==> src/rtl/oai22_ex_pkg.sv <==
// oai22_ex_pkg: shared state encoding, counter widths and OAI22 reference function
package oai22_ex_pkg;
    typedef enum logic [1:0] {ST_IDLE, ST_SETTLE, ST_SAMPLE, ST_DONE} state_t;
    localparam int ERR_W = 8;
    localparam int TOG_W = 16;
    localparam int PASS_W = 8;
    function automatic logic oai22_exp(input logic [3:0] v);
        return ~((v[3] | v[2]) & (v[1] | v[0]));
    endfunction
endpackage

==> src/rtl/oai22_seq_gen.sv <==
// oai22_seq_gen: 4-bit stimulus index with pass counting and binary/Gray vector mapping
module oai22_seq_gen
    import oai22_ex_pkg::*;
#(
    parameter int NUM_PASSES = 4
) (
    input  logic       clk,
    input  logic       rst_n,
    input  logic       load,
    input  logic       advance,
    input  logic       mode,
    output logic [3:0] vec,
    output logic       last
);
    logic [3:0] idx;
    logic [3:0] idx_nx;
    logic [PASS_W-1:0] pass;
    logic gray;
    assign idx_nx = idx + 4'd1;
    assign last = (idx == 4'hf) && (pass == PASS_W'(NUM_PASSES - 1));
    always_ff @(posedge clk or negedge rst_n) begin
        if (!rst_n) begin
            idx  <= '0;
            pass <= '0;
            gray <= 1'b0;
            vec  <= '0;
        end else if (load) begin
            idx  <= '0;
            pass <= '0;
            gray <= mode;
            vec  <= '0;
        end else if (advance) begin
            idx  <= idx_nx;
            pass <= (idx == 4'hf) ? pass + PASS_W'(1) : pass;
            vec  <= gray ? (idx_nx ^ (idx_nx >> 1)) : idx_nx;
        end
    end
endmodule

==> src/rtl/oai22_exerciser.sv <==
// oai22_exerciser: sweeps an OAI22 cell's input space and checks/counts its QN response
module oai22_exerciser
    import oai22_ex_pkg::*;
#(
    parameter int NUM_PASSES = 4,
    parameter int SETTLE_CYC = 1
) (
    input  logic             CLK,
    input  logic             RSTB,
    input  logic             START,
    input  logic             MODE,
    input  logic             QN,
    output logic             IN1,
    output logic             IN2,
    output logic             IN3,
    output logic             IN4,
    output logic             BUSY,
    output logic             DONE,
    output logic             FAIL,
    output logic [ERR_W-1:0] ERR_CNT,
    output logic [TOG_W-1:0] TOG_CNT
);
    // With no settle time each vector goes straight to its sample cycle
    localparam state_t FIRST = (SETTLE_CYC == 0) ? ST_SAMPLE : ST_SETTLE;
    state_t state, state_nx;
    logic [3:0] settle_cnt;
    logic [3:0] vec;
    logic last, accept, sampling, prev_qn, prev_vld;
    assign accept   = START && (state == ST_IDLE || state == ST_DONE);
    assign sampling = state == ST_SAMPLE;
    assign {IN1, IN2, IN3, IN4} = vec;
    assign BUSY = state == ST_SETTLE || state == ST_SAMPLE;
    assign DONE = state == ST_DONE;
    assign FAIL = DONE && (ERR_CNT != '0);

    oai22_seq_gen #(.NUM_PASSES(NUM_PASSES)) u_seq (
        .clk(CLK),
        .rst_n(RSTB),
        .load(accept),
        .advance(sampling && !last),
        .mode(MODE),
        .vec(vec),
        .last(last)
    );

    always_ff @(posedge CLK or negedge RSTB) begin
        if (!RSTB) state <= ST_IDLE;
        else state <= state_nx;
    end

    always_comb begin
        state_nx = state;
        if (accept) state_nx = FIRST;
        else if (state == ST_SETTLE && settle_cnt <= 4'd1) state_nx = ST_SAMPLE;
        else if (sampling) state_nx = last ? ST_DONE : FIRST;
    end

    // Loaded with SETTLE_CYC so SETTLE lasts exactly SETTLE_CYC cycles
    always_ff @(posedge CLK or negedge RSTB) begin
        if (!RSTB) settle_cnt <= '0;
        else if (accept || (sampling && !last)) settle_cnt <= 4'(SETTLE_CYC);
        else if (state == ST_SETTLE) settle_cnt <= settle_cnt - 4'd1;
    end

    always_ff @(posedge CLK or negedge RSTB) begin
        if (!RSTB) begin
            ERR_CNT  <= '0;
            TOG_CNT  <= '0;
            prev_qn  <= 1'b0;
            prev_vld <= 1'b0;
        end else if (accept) begin
            ERR_CNT  <= '0;
            TOG_CNT  <= '0;
            prev_qn  <= 1'b0;
            prev_vld <= 1'b0;
        end else if (sampling) begin
            if (QN != oai22_exp(vec) && ERR_CNT != '1) ERR_CNT <= ERR_CNT + 1'b1;
            if (prev_vld && QN != prev_qn && TOG_CNT != '1) TOG_CNT <= TOG_CNT + 1'b1;
            prev_qn  <= QN;
            prev_vld <= 1'b1;
        end
    end
endmodule

==> config.mk <==
export PLATFORM = sky130hd
export DESIGN_NAME = oai22_exerciser
export DESIGN_NICKNAME = d
export VERILOG_FILES = /design/src/rtl/oai22_ex_pkg.sv /design/src/rtl/oai22_seq_gen.sv /design/src/rtl/oai22_exerciser.sv
export SDC_FILE = /design/constraint.sdc
export NUM_CORES = 1
export LEC_CHECK = 0
export CELL_PAD_IN_SITES_DETAIL_PLACEMENT = 1
export CELL_PAD_IN_SITES_GLOBAL_PLACEMENT = 2
export CORE_MARGIN = 1.5
export CORE_UTILIZATION = 37
export DETAILED_ROUTE_END_ITERATION = 7
export PLACE_DENSITY_LB_ADDON = 0.05
export SLEW_MARGIN = 10
export SYNTH_ARGS = -nofsm -noshare
export SYNTH_HDL_FRONTEND = slang
export SYNTH_SLANG_ARGS = --single-unit
==> constraint.sdc <==
create_clock -name CLK -period 3.7 [get_ports CLK]
set_input_delay 1.11 -clock CLK [delete_from_list [all_inputs] [get_ports CLK]]
set_output_delay 1.11 -clock CLK [all_outputs]
set_load 0.01 [all_outputs]
# Word level (Yosys, flattened, before mapping)
# Index checks and enable logic that the tools add are counted.
dict set report word_totals {
  ff_bits 49
  latch_bits 0
  mem_bits_rw 0
  romBits 0
  in_bits 5
  out_inout_bits 31
  elab_cells 78
  mem_count 0
}
dict set report op_classes {
  add_sub_neg 5
  mul 0
  div_mod_pow 0
  order_cmp 1
  eq_ne 9
  shifts 0
  mux 24
  bitwise 5
  reduce_logical 24
}
# op n
set op_table {}
lappend op_table {{$mux 16} 3}
lappend op_table {{$mux 8} 6}
lappend op_table {{$mux 4} 7}
lappend op_table {{$add 16x1->16 const B} 1}
lappend op_table {{$add 8x1->8 const B} 2}
lappend op_table {{$ne 16x16->1 const B} 1}
lappend op_table {{$reduce_bool 2->1} 6}
lappend op_table {{$eq 8x2->1 const B} 1}
lappend op_table {{$logic_and 1x1->1} 8}
lappend op_table {{$mux 2} 4}
lappend op_table {{$ne 8x8->1 const B} 1}
lappend op_table {{$reduce_bool 8->1} 1}
lappend op_table {{$reduce_and 2->1} 3}
lappend op_table {{$add 4x1->4 const B} 1}
lappend op_table {{$eq 2x2->1 const B} 2}
lappend op_table {{$eq 4x4->1 const B} 1}
lappend op_table {{$le 4x1->1 const B} 1}
lappend op_table {{$mux 1} 4}
lappend op_table {{$sub 4x1->4 const B} 1}
lappend op_table {{$xor 4x3->4} 1}
lappend op_table {{$logic_or 1x1->1} 3}
lappend op_table {{$reduce_bool 3->1} 1}
lappend op_table {{$eq 2x1->1 const B} 1}
lappend op_table {{$logic_not 2->1} 1}
lappend op_table {{other kinds (5)} 7}

# Longest topological paths before layout
# Gate-level depths: netlist (run 1).
dict set report logic_depth {
  depth_word 8
  ltp_mapped 8
  ltp_nobuf 6
}

# Cells and area by module
# From an unflattened synthesis (run 1), not the netlist that was laid out.
dict set report hier_totals {
  hier_cells 266
  hier_area_um2 2581.2
}
# module n_inst cells_each area_each_um2 seq_area_each_um2
set modules_own_cells {}
lappend modules_own_cells {oai22_exerciser 1 187 1750.4 800.8}
lappend modules_own_cells {oai22_seq_gen 1 79 830.8 400.4}

# Worst setup path after synthesis (run 1)
# Ideal clock, no wire load.
dict set report synth_path {
  path_kind {input-to-reg}
  startpoint {input port QN}
  endpoint {register TOG_CNT[14]}
  setup_time_ps 78
  arrival_time_ps 2623
  required_time_ps 3622
  setup_slack_ps 999
  cell_stages 6
  path_buffers 2
  path_cell_list {buf_6 xnor2_1 or4_4 buf_6 or4_1 a21oi_1}
}
dict set report synth_via {
  elab_chain_cells 5
}
# item line_no
set synth_rtl {}
lappend synth_rtl {{start, declared} oai22_exerciser.sv:12} ;# input logic QN,
lappend synth_rtl {{$ne 1x1->1} oai22_exerciser.sv:78} ;# if (prev_vld && QN != prev_qn && TOG_CNT != '1) TOG_CNT <= TOG_CNT + 1'b1;
lappend synth_rtl {{$logic_and 1x1->1 (2 in series)} oai22_exerciser.sv:78}
lappend synth_rtl {{$reduce_bool 2->1 (no source line)} -}
lappend synth_rtl {{$reduce_and 2->1 (no source line)} -}
lappend synth_rtl {{end signal, assigned} oai22_exerciser.sv:78}
lappend synth_rtl {{end, declared} oai22_exerciser.sv:21} ;# output logic [TOG_W-1:0] TOG_CNT
# No other way between the ends.
# A chain may end at the register's enable or synchronous reset.

# Worst setup path after layout (run 1)
dict set report layout_path {
  startpoint {register ERR_CNT[0]}
  endpoint {output port FAIL}
}
dict set report layout_via {
  elab_chain_cells 2
}
# item line_no
set layout_rtl {}
lappend layout_rtl {{start, declared} oai22_exerciser.sv:20} ;# output logic [ERR_W-1:0] ERR_CNT,
lappend layout_rtl {{start signal, assigned} oai22_exerciser.sv:77} ;# if (QN != oai22_exp(vec) && ERR_CNT != '1) ERR_CNT <= ERR_CNT + 1'b1;
lappend layout_rtl {{$reduce_bool 8->1} oai22_exerciser.sv:34} ;# assign FAIL = DONE && (ERR_CNT != '0);
lappend layout_rtl {{$logic_and 1x1->1} oai22_exerciser.sv:34}
lappend layout_rtl {{end, declared} oai22_exerciser.sv:19} ;# output logic FAIL,
# No other way between the ends.

==> results of run 1 <==
==> power by group <==
part / total, mW / switching, mW / leakage, nW / internal (mW)
registers: 0.686 / 0.102 / 0.609 / 0.584
logic: 0.323 / 0.144 / 0.703 / 0.179
clock network: 0.321 / 0.168 / 0.0455 / 0.153
==> worst min-delay path by stage <==
| stage | start | endpoint | slack, ns | cells past startpoint |
|---|---|---|---|---|
| after floorplan | prev_vld | prev_vld | 0.47 | 2 |
| after global placement | prev_vld | prev_vld | 0.50 | 2 |
| after detailed placement | prev_vld | prev_vld | 0.51 | 2 |
| after CTS | prev_vld | prev_vld | 0.53 | 2 |
| after global routing | settle_cnt[3] | settle_cnt[3] | 0.60 | 2 |
| final | prev_vld | prev_vld | 0.53 | 2 |
==> layer usage <==
metal	vias up	share of wire	global-route usage
met5	-	0	0
met4	0	0.0073	0.0344
met3	5	0.023	0.0271
met2	28	0.48	0.302
met1	1202	0.49	0.236
li1	1165	-	-
==> critical path, cell delays in order (launching register included) <==
cell and delay [ns]:
dfrtp_1 0.40, inv_1 0.09, ha_1 0.20, nor4b_1 0.13, a21boi_0 0.17, clkdlybuf4s50_1 0.56
==> stage by stage <==
step                total power, mW  hold slack [ns]
detailed placement             1.02            0.510
global placement               1.01            0.496
CTS                            1.35            0.532
floorplan                     0.829            0.474
finish                         1.33            0.529
global route                   1.42            0.600
==> flip-flops by register name, indices dropped and copies added, names as in the netlist <==
| signal | count |
|---|---|
| u_seq.idx | 4 |
| u_seq.pass | 8 |
| u_seq.gray | 1 |
| settle_cnt | 4 |
| prev_vld | 1 |
| prev_qn | 1 |
| TOG_CNT | 16 |
| ERR_CNT | 8 |
| u_seq.vec | 3 |
| state | 2 |
==> logic make-up (layout without fill, tap and decap cells) <==
logic type | Yosys count | in the layout
flops | 48 | 48
mux | 16 | 16
fa+ha+maj | 10 | 10
compound gates | 57 | 57
xor+xnor | 16 | 16
simple gates | 127 | 127
buf+inv | 30 | 67
==> cell usage in the layout, fill, tap and decap left out, drive strengths merged, types with 5 or more instances in the layout <==
master	synthesis	final
nand2	31	31
nor2	20	20
inv	17	17
and3	5	5
xor2	5	5
nand2b	10	10
dfrtp	48	48
nor3	10	10
o21ai	10	10
or4	9	9
nand3	16	16
mux2i	15	15
ha	10	10
nand4	9	9
clkbuf	10	8
xnor2	11	11
o31ai	6	6
buf	3	8
a21oi	19	19
clkdlybuf4s50	0	34
or3	5	5
==> layout make-up <==
cell class / count / area [µm²] / area share
Multi-Input combinational cell: 226 / 1460 / 0.438
Sequential cell: 48 / 1200 / 0.360
Timing Repair Buffer: 42 / 398 / 0.119
Tap cell: 99 / 124 / 0.0371
Clock buffer: 8 / 90.1 / 0.0270
Inverter: 17 / 63.8 / 0.0191
==> run metrics, run 1 <==
Pre-antenna DRT Iters=4; floorplan die area=8080 µm²; end point of the critical path=FAIL; Critical Path Fanout Max=4; CTS HTree Levels=2; Via density=5.45; drt first-iter violations=109; number of flops mapped to enable cells by yosys=0; Max clock buf depth=2; chip height=89.9 µm; chip width=89.9 µm; number of hold violations in the final report=0; maximum number of pins on one net before global-route repair=29; post-synthesis net count=319; Routed wire per std cell=15.3 µm; r2r endpoint=TOG_CNT[14]; compound-cell area share of the yosys netlist=0.133; worst-case register-to-register setup slack=1.31 ns; top-count cell post-synth=dfrtp_1; Critical Path Start Type=flop; final cell area excluding filler cells=3340 µm²; starting density of the core=0.383; post-synthesis cell type with the largest combined area=dfrtp_1; number of max-slew violations in the final report=0; VDD IR-drop max=158 µV; hold-fix buffer count after cts=0; post-cts repair resize count=0; count of mapped cells out of synthesis=304; share of the yosys chip area belonging to registers=0.430; largest family of logic cells by synthesized area=simple AND/OR/NAND/NOR gates; post-synthesis sequential element count=48; HP Class=flop to flop; Critical Path Source=ERR_CNT[0]; number of remaining DRC errors=0; Num CTS Buffers=5; final HPWL from detailed placement=4960 µm; fill cell count=879; min Tclk post-route=2.96 ns; routed wire length=6720 µm; setup repair after global routing missed its margin=no; remaining global-route overflow=0; clock tree root driver cell=clkbuf_8; period utilization=0.800; sum of negative setup slack=0 ns; filler-free cell count of the finished design=440; Inserted Diodes=0; quantity of I/O buffers inserted on ports=35; Most used DFF post-synth=dfrtp_1; max-cap violation count=0; Mapped Area=2790 µm²; Setup crit end kind=primary output; via total after detailed routing=2,400; proportion of netlist area held by the largest area contributor=0.430; Lkg Pwr=1.36 nW; CP arrival=1.85 ns; number of warnings printed during yosys synthesis=0; biggest area contributors in the synthesized netlist=dfrtp_1 (43%), mux2i_1 (5.4%), ha_1 (4.5%); clock latency on the worst-skew pair=0.30 ns; achievable frequency=0.338 GHz; post-placement setup slack=0.450 ns; required arrival time at the worst endpoint=2.59 ns; proportion of layout cells with a drive suffix above 1=0.0557; routability-driven placement congestion ratio=0.716; synthesis-to-finish area growth=19.6%; run status=finished clean; antenna violations before repair=0; FF-to-FF path depth=6; Finished Core Util=0.458; total instance count after detailed placement=432; final net count=355; Post-DP Area=3250 µm²; worst setup slack after layout=0.741 ns; setup repair bufs after CTS=0; post-synthesis adder-cell area fraction=0.0448; number of placement rows=31; synth unique cells=42; commonest cells in the synthesized netlist=dfrtp_1 (48), nand2_1 (31), nor2_1 (20); total I/O pin count=36; Overall Global Routing Usage=0.176; relative slew slack=0.338; clock transition at the register clock pins on the worst setup and hold paths after CTS=0.09 ns; wire length of the first global-routing pass=11,800 µm; placeable core region=7290 µm²; via count of the first global-routing pass=2,428; async set-reset flop share out of synthesis=1.00; ratio of total power to cell area=398 nW/µm²; synthesized area per cell=9.19 µm²; fraction of synthesized cell area in xor and xnor cells=0.0502; Slew @ Worst Pin=0.985 ns; # setup viols final=0; post-route ant nets=0; TritonCTS Sinks=48; simple-gate portion of the synthesized area=0.238; launching point of the worst reg2reg path=state[0]; portion of netlist area occupied by mux cells=0.0578; Fin Clk Skew=0.00681 ns; type of the setup path with the least slack=flop to primary output; clock tree from TritonCTS=built
Note: power is estimated with default switching activity, not from simulation.
==> run 2, diff against run 1 <==
CORE_UTILIZATION = 31   (was 37)
clock period = 2.45 ns   (was 3.7 ns; I/O delays follow)
==> run 2 against run 1 <==
Net effect: via count up 1.9%; setup slack worse by 0.60 ns; sequential cell count did not move; design area grew 5.5%; critical path depth fell by 1; routed wire length up 8.7%; die area up 19%; register-to-register slack got worse by 0.90 ns; global-route usage shrank 1.3 points; sequential power increased by 47%; total power is 61% higher; critical endpoint is now BUSY.
==> run metrics, run 2 (synthesis results as in run 1) <==
routability-driven placement congestion ratio=0.739; final net count=369; Setup crit end kind=primary output; max FFs per register=16; max-cap violation count=0; most frequent cells in the layout=dfrtp_1 (48), clkdlybuf4s50_1 (32), nand2_1 (31); via total after detailed routing=2,446; Overall Global Routing Usage=0.162; run status=finished clean; Routed wire per std cell=15.8 µm; number of max-slew violations in the final report=0; clock latency on the worst-skew pair=0.30 ns; post-route ant nets=0; drt first-iter violations=75; achievable frequency=0.434 GHz; Fin Clk Skew=0.00646 ns; max incr delay on CP=0.52 ns; Critical Path Start Type=flop; chip height=97.9 µm; routing usage on met2=0.280; type of the setup path with the least slack=flop to primary output; hold-fix buffer count after cts=0; starting density of the core=0.320; Inserted Diodes=0; clock tree root driver cell=clkbuf_8; clock transition at the register clock pins on the worst setup and hold paths after CTS=0.09 ns; HP Class=input pin to asynchronous set/reset pin; number of hold violations in the final report=0; synthesis-to-finish area growth=26.1%; # setup viols final=0; remaining global-route overflow=0; chip width=97.9 µm; Pre-antenna DRT Iters=4; proportion of layout cells with a drive suffix above 1=0.107; CTS HTree Levels=2; period utilization=0.941; FF-to-FF path depth=6; Largest Register=TOG_CNT; met3 Use GR=0.0272; met1 Resource Use GR=0.212; min Tclk post-route=2.31 ns; Via density=5.28; number of remaining DRC errors=0; total I/O pin count=36; Slew @ Worst Pin=0.601 ns; relative slew slack=0.598; VDD IR-drop max=219 µV; fill cell count=1,023; via count of the first global-routing pass=2,529; most common cell after layout, fill and taps aside=dfrtp_1; routed wire length=7300 µm; final HPWL from detailed placement=5150 µm; Top cell by count, worst path=inv_1; sum of negative setup slack=0 ns; ratio of total power to cell area=609 nW/µm²; setup repair after global routing missed its margin=no; floorplan die area=9590 µm²; maximum number of pins on one net before global-route repair=49; Critical Path Source=state[0]; registers with the most flip-flops=TOG_CNT x16, ERR_CNT x8, u_seq.pass x8; antenna violations before repair=0; wire length of the first global-routing pass=12,700 µm; launching point of the worst reg2reg path=state[0]; Num CTS Buffers=5; Lkg Pwr=1.46 nW; cell chain of the critical path=inv_1, ha_4, inv_1, clkdlybuf4s50_1; TritonCTS Sinks=48; worst-case hold slack=0.393 ns; Critical Path Fanout Max=3; slowest stage cell, crit path=clkdlybuf4s50_1; quantity of I/O buffers inserted on ports=35; clock tree from TritonCTS=built; Max clock buf depth=2; CP arrival=1.57 ns; number of placement rows=34; placeable core region=8720 µm²; required arrival time at the worst endpoint=1.71 ns; busiest layer in global routing=met2
==> run 2: cell type report <==
type                       count  area (µm²)  share of cell area
inverter                      17        63.8              0.0181
clock buffer                   6        72.6              0.0206
tap                          108         135              0.0384
clock inverter                 2        35.0             0.00995
sequential                    48        1200               0.341
multi-input combinational    227        1510               0.427
timing repair buffer          55         509               0.145
==> run 2: per-layer routing <==
layer | wire length [µm] | share of wire
met3 | 212 | 0.029
met2 | 3600 | 0.49
met1 | 3420 | 0.47
met4 | 73 | 0.010
met5 | 0 | 0
==> run 2: worst max-delay path, delay by kind of cell (launching register included) <==
kind	cells	cell delay, ns
adder cells (fa/ha/maj)	1	0.21
buffers and inverters	3	0.67
flip-flops	1	0.39
==> run 2: metrics by stage <==
step	total power, mW	std cells	worst slack, ns	cell area, µm²	utilization
3_3_place_gp	1.57	452	-0.275	3360	0.385
2_1_floorplan	1.25	304	0.124	2790	-
4_1_cts	2.19	461	0.00525	3470	0.398
6_report	2.14	463	0.145	3520	0.404
5_1_grt	2.30	463	0.00116	3520	0.404
3_5_place_dp	1.58	452	-0.289	3360	0.385
==> run 2: where the power goes <==
group	total, mW	leakage, nW	internal (mW)	switching (mW)
Combinational	0.547	0.791	0.299	0.248
Clock	0.585	0.0552	0.304	0.282
Sequential	1.01	0.609	0.883	0.130
==> run 2: repair_timing <==
action,CTS,global route
pin swaps,0,1
gates resized for setup,1,6
endpoints found under the setup margin,1,7
cloned,0,1
setup buffers,1,1
hold endpoints to repair,0,0
==> run 2: path summary, 6_finish.rpt <==
| kind | to | slack (ns) |
|---|---|---|
| max | BUSY | 0.14 |
| min | ERR_CNT[6] | 0.39 |
| max reg2reg | TOG_CNT[11] | 0.41 |
| min reg2reg | prev_vld | 0.54 |
| max in group asynchronous | ERR_CNT[2] | 1.79 |
| min in group CLK | prev_vld | 0.54 |
==> run 3, diff against run 2 <==
CAP_MARGIN = 20   (was default)
CORE_MARGIN = 5   (was 1.5)
==> run 3 against run 2 <==
Net effect: utilization decreased by 0.68 points; clock skew increased by 0.0061 ns; register-to-register slack got worse by 0.11 ns; worst hold slack got worse by 0.021 ns; final cell count decreased by 0.22%; die area increased by 15%; critical path depth increased by 1; routed wire length increased by 3.2%; critical path type unchanged; critical endpoint is now FAIL.
==> run metrics, run 3 (synthesis results as in run 1) <==
# setup viols final=0; cell chain of the critical path=inv_1, ha_1, nor4b_2, a21boi_1, dlygate4sd2_1; Routed wire per std cell=16.3 µm; total instance count after detailed placement=451; clock transition at the register clock pins on the worst setup and hold paths after CTS=0.10 ns; Fin Clk Skew=0.0125 ns; final net count=368; Critical Path Start Type=flop; chip width=105 µm; highest layer used for signal routing=met4; Via density=5.24; fill cell count=1,021; final HPWL from detailed placement=5280 µm; post-route ant nets=0; most frequent cells in the layout=dfrtp_1 (48), nand2_1 (31), clkdlybuf4s50_1 (31); drt first-iter violations=45; hold-fix buffer count after cts=0; Max clock buf depth=2; run status=finished clean; most common cell after layout, fill and taps aside=dfrtp_1; number of placement rows=34; maximum number of pins on one net before global-route repair=32; VDD IR-drop max=175 µV; total I/O pin count=36; Register Area=1200 µm²; TritonCTS Sinks=48; Largest Register=TOG_CNT; Slew @ Worst Pin=0.532 ns; CP arrival=1.58 ns; Pre-antenna DRT Iters=4; max incr delay on CP=0.41 ns; antenna violations before repair=0; via total after detailed routing=2,420; launching point of the worst reg2reg path=state[0]; Setup crit end kind=primary output; Overall Global Routing Usage=0.139; max FFs per register=16; slowest stage cell, crit path=dfrtp_1; HP Class=input pin to asynchronous set/reset pin; area occupied by multi-input gates=1490 µm²; starting density of the core=0.319; setup repair after global routing missed its margin=no; relative slew slack=0.642; clock latency on the worst-skew pair=0.31 ns; Critical Path Fanout Max=4; wire length on met3=231 µm; clock tree root driver cell=clkbuf_8; wire length of the first global-routing pass=12,700 µm; r2r endpoint=TOG_CNT[11]; Inserted Diodes=0; filler-free cell count of the finished design=462; clock tree from TritonCTS=built; type of the setup path with the least slack=flop to primary output; chip height=105 µm; registers with the most flip-flops=TOG_CNT x16, ERR_CNT x8, u_seq.pass x8; min Tclk post-route=2.32 ns; synthesis-to-finish area growth=24.6%; routed wire length=7540 µm; achievable frequency=0.431 GHz; Lkg Pwr=1.44 nW; max-cap violation count=0; ratio of total power to cell area=594 nW/µm²; required arrival time at the worst endpoint=1.71 ns; CTS HTree Levels=2; number of hold violations in the final report=0; placeable core region=8760 µm²; sum of negative setup slack=0 ns; floorplan die area=11,000 µm²; worst-case register-to-register setup slack=0.30 ns; total met2 wirelength after detailed routing=3520 µm; FF-to-FF path depth=6; number of remaining DRC errors=0; post-route total power=2.07 mW; remaining global-route overflow=0; Num CTS Buffers=5; met1 layer wirelength in the final routing=3720 µm; quantity of I/O buffers inserted on ports=35; proportion of layout cells with a drive suffix above 1=0.0960; period utilization=0.946; routability-driven placement congestion ratio=0.722; via count of the first global-routing pass=2,450; number of max-slew violations in the final report=0
-- run 3: changes by cell type in the layout (fill, tap and decap cells not counted) --
cell and change:
clkbuf_1 +1, clkinv_2 -1, ha_1 +1, ha_4 -1, buf_4 -1, clkbuf_8 +1
clkdlybuf4s50_1 -1, o41ai_1 +1, bufinv_16 -1, dlymetal6s2s_1 +1, o41ai_2 -1
-- run 3: area by class of cell --
class,instances,share of cell area
Inverter,17,0.0183
Tap cell,108,0.0388
Sequential cell,48,0.345
Timing Repair Buffer,54,0.145
Multi-Input combinational cell,227,0.427
Clock buffer,8,0.0259
-- run 3: repair_timing --
item	CTS	global route
pin swaps	0	1
gates cloned	0	1
hold endpoints to repair	0	0
gates resized for setup	1	5
setup buffers	0	2
setup endpoints to repair	1	4
-- run 3: through the flow --
step	instance area (µm²)	setup WS, ns	hold WS, ns	util
final	3480	0.132	0.372	0.397
after global placement	3350	-0.275	0.499	0.382
after CTS	3440	0.00933	0.392	0.392
after global routing	3480	0.00151	0.395	0.397
after detailed placement	3350	-0.295	0.507	0.382
after floorplan	2790	0.124	0.439	-
-- run 3: power breakdown --
group,switching [mW],internal (mW)
clock network,0.289,0.232
registers,0.143,0.882
logic,0.234,0.287
total,0.667,1.40
-- run 3: worst max-delay path by stage --
stage / from / to / slack, ns / cells past startpoint
3_3_place_gp: QN / TOG_CNT[12] / -0.28 / 5
4_1_cts: state[0] / BUSY / 0.009 / 4
5_1_grt: ERR_CNT[0] / FAIL / 0.002 / 5
6_report: ERR_CNT[0] / FAIL / 0.13 / 5
3_5_place_dp: QN / TOG_CNT[14] / -0.30 / 5
2_1_floorplan: QN / TOG_CNT[14] / 0.12 / 6
-- run 3: layer usage --
layer,global-route usage,up-vias
li1,-,1195
met4,0.0329,0
met2,0.232,31
met1,0.185,1188
met5,0,-
met3,0.0259,6
-- run 3: critical path: cells and delay by family, from the launching register on --
family | cells | cell delay, ns
flops | 1 | 0.41
buf+inv | 2 | 0.38
fa+ha+maj | 1 | 0.20
simple gates | 1 | 0.15
compound gates | 1 | 0.13
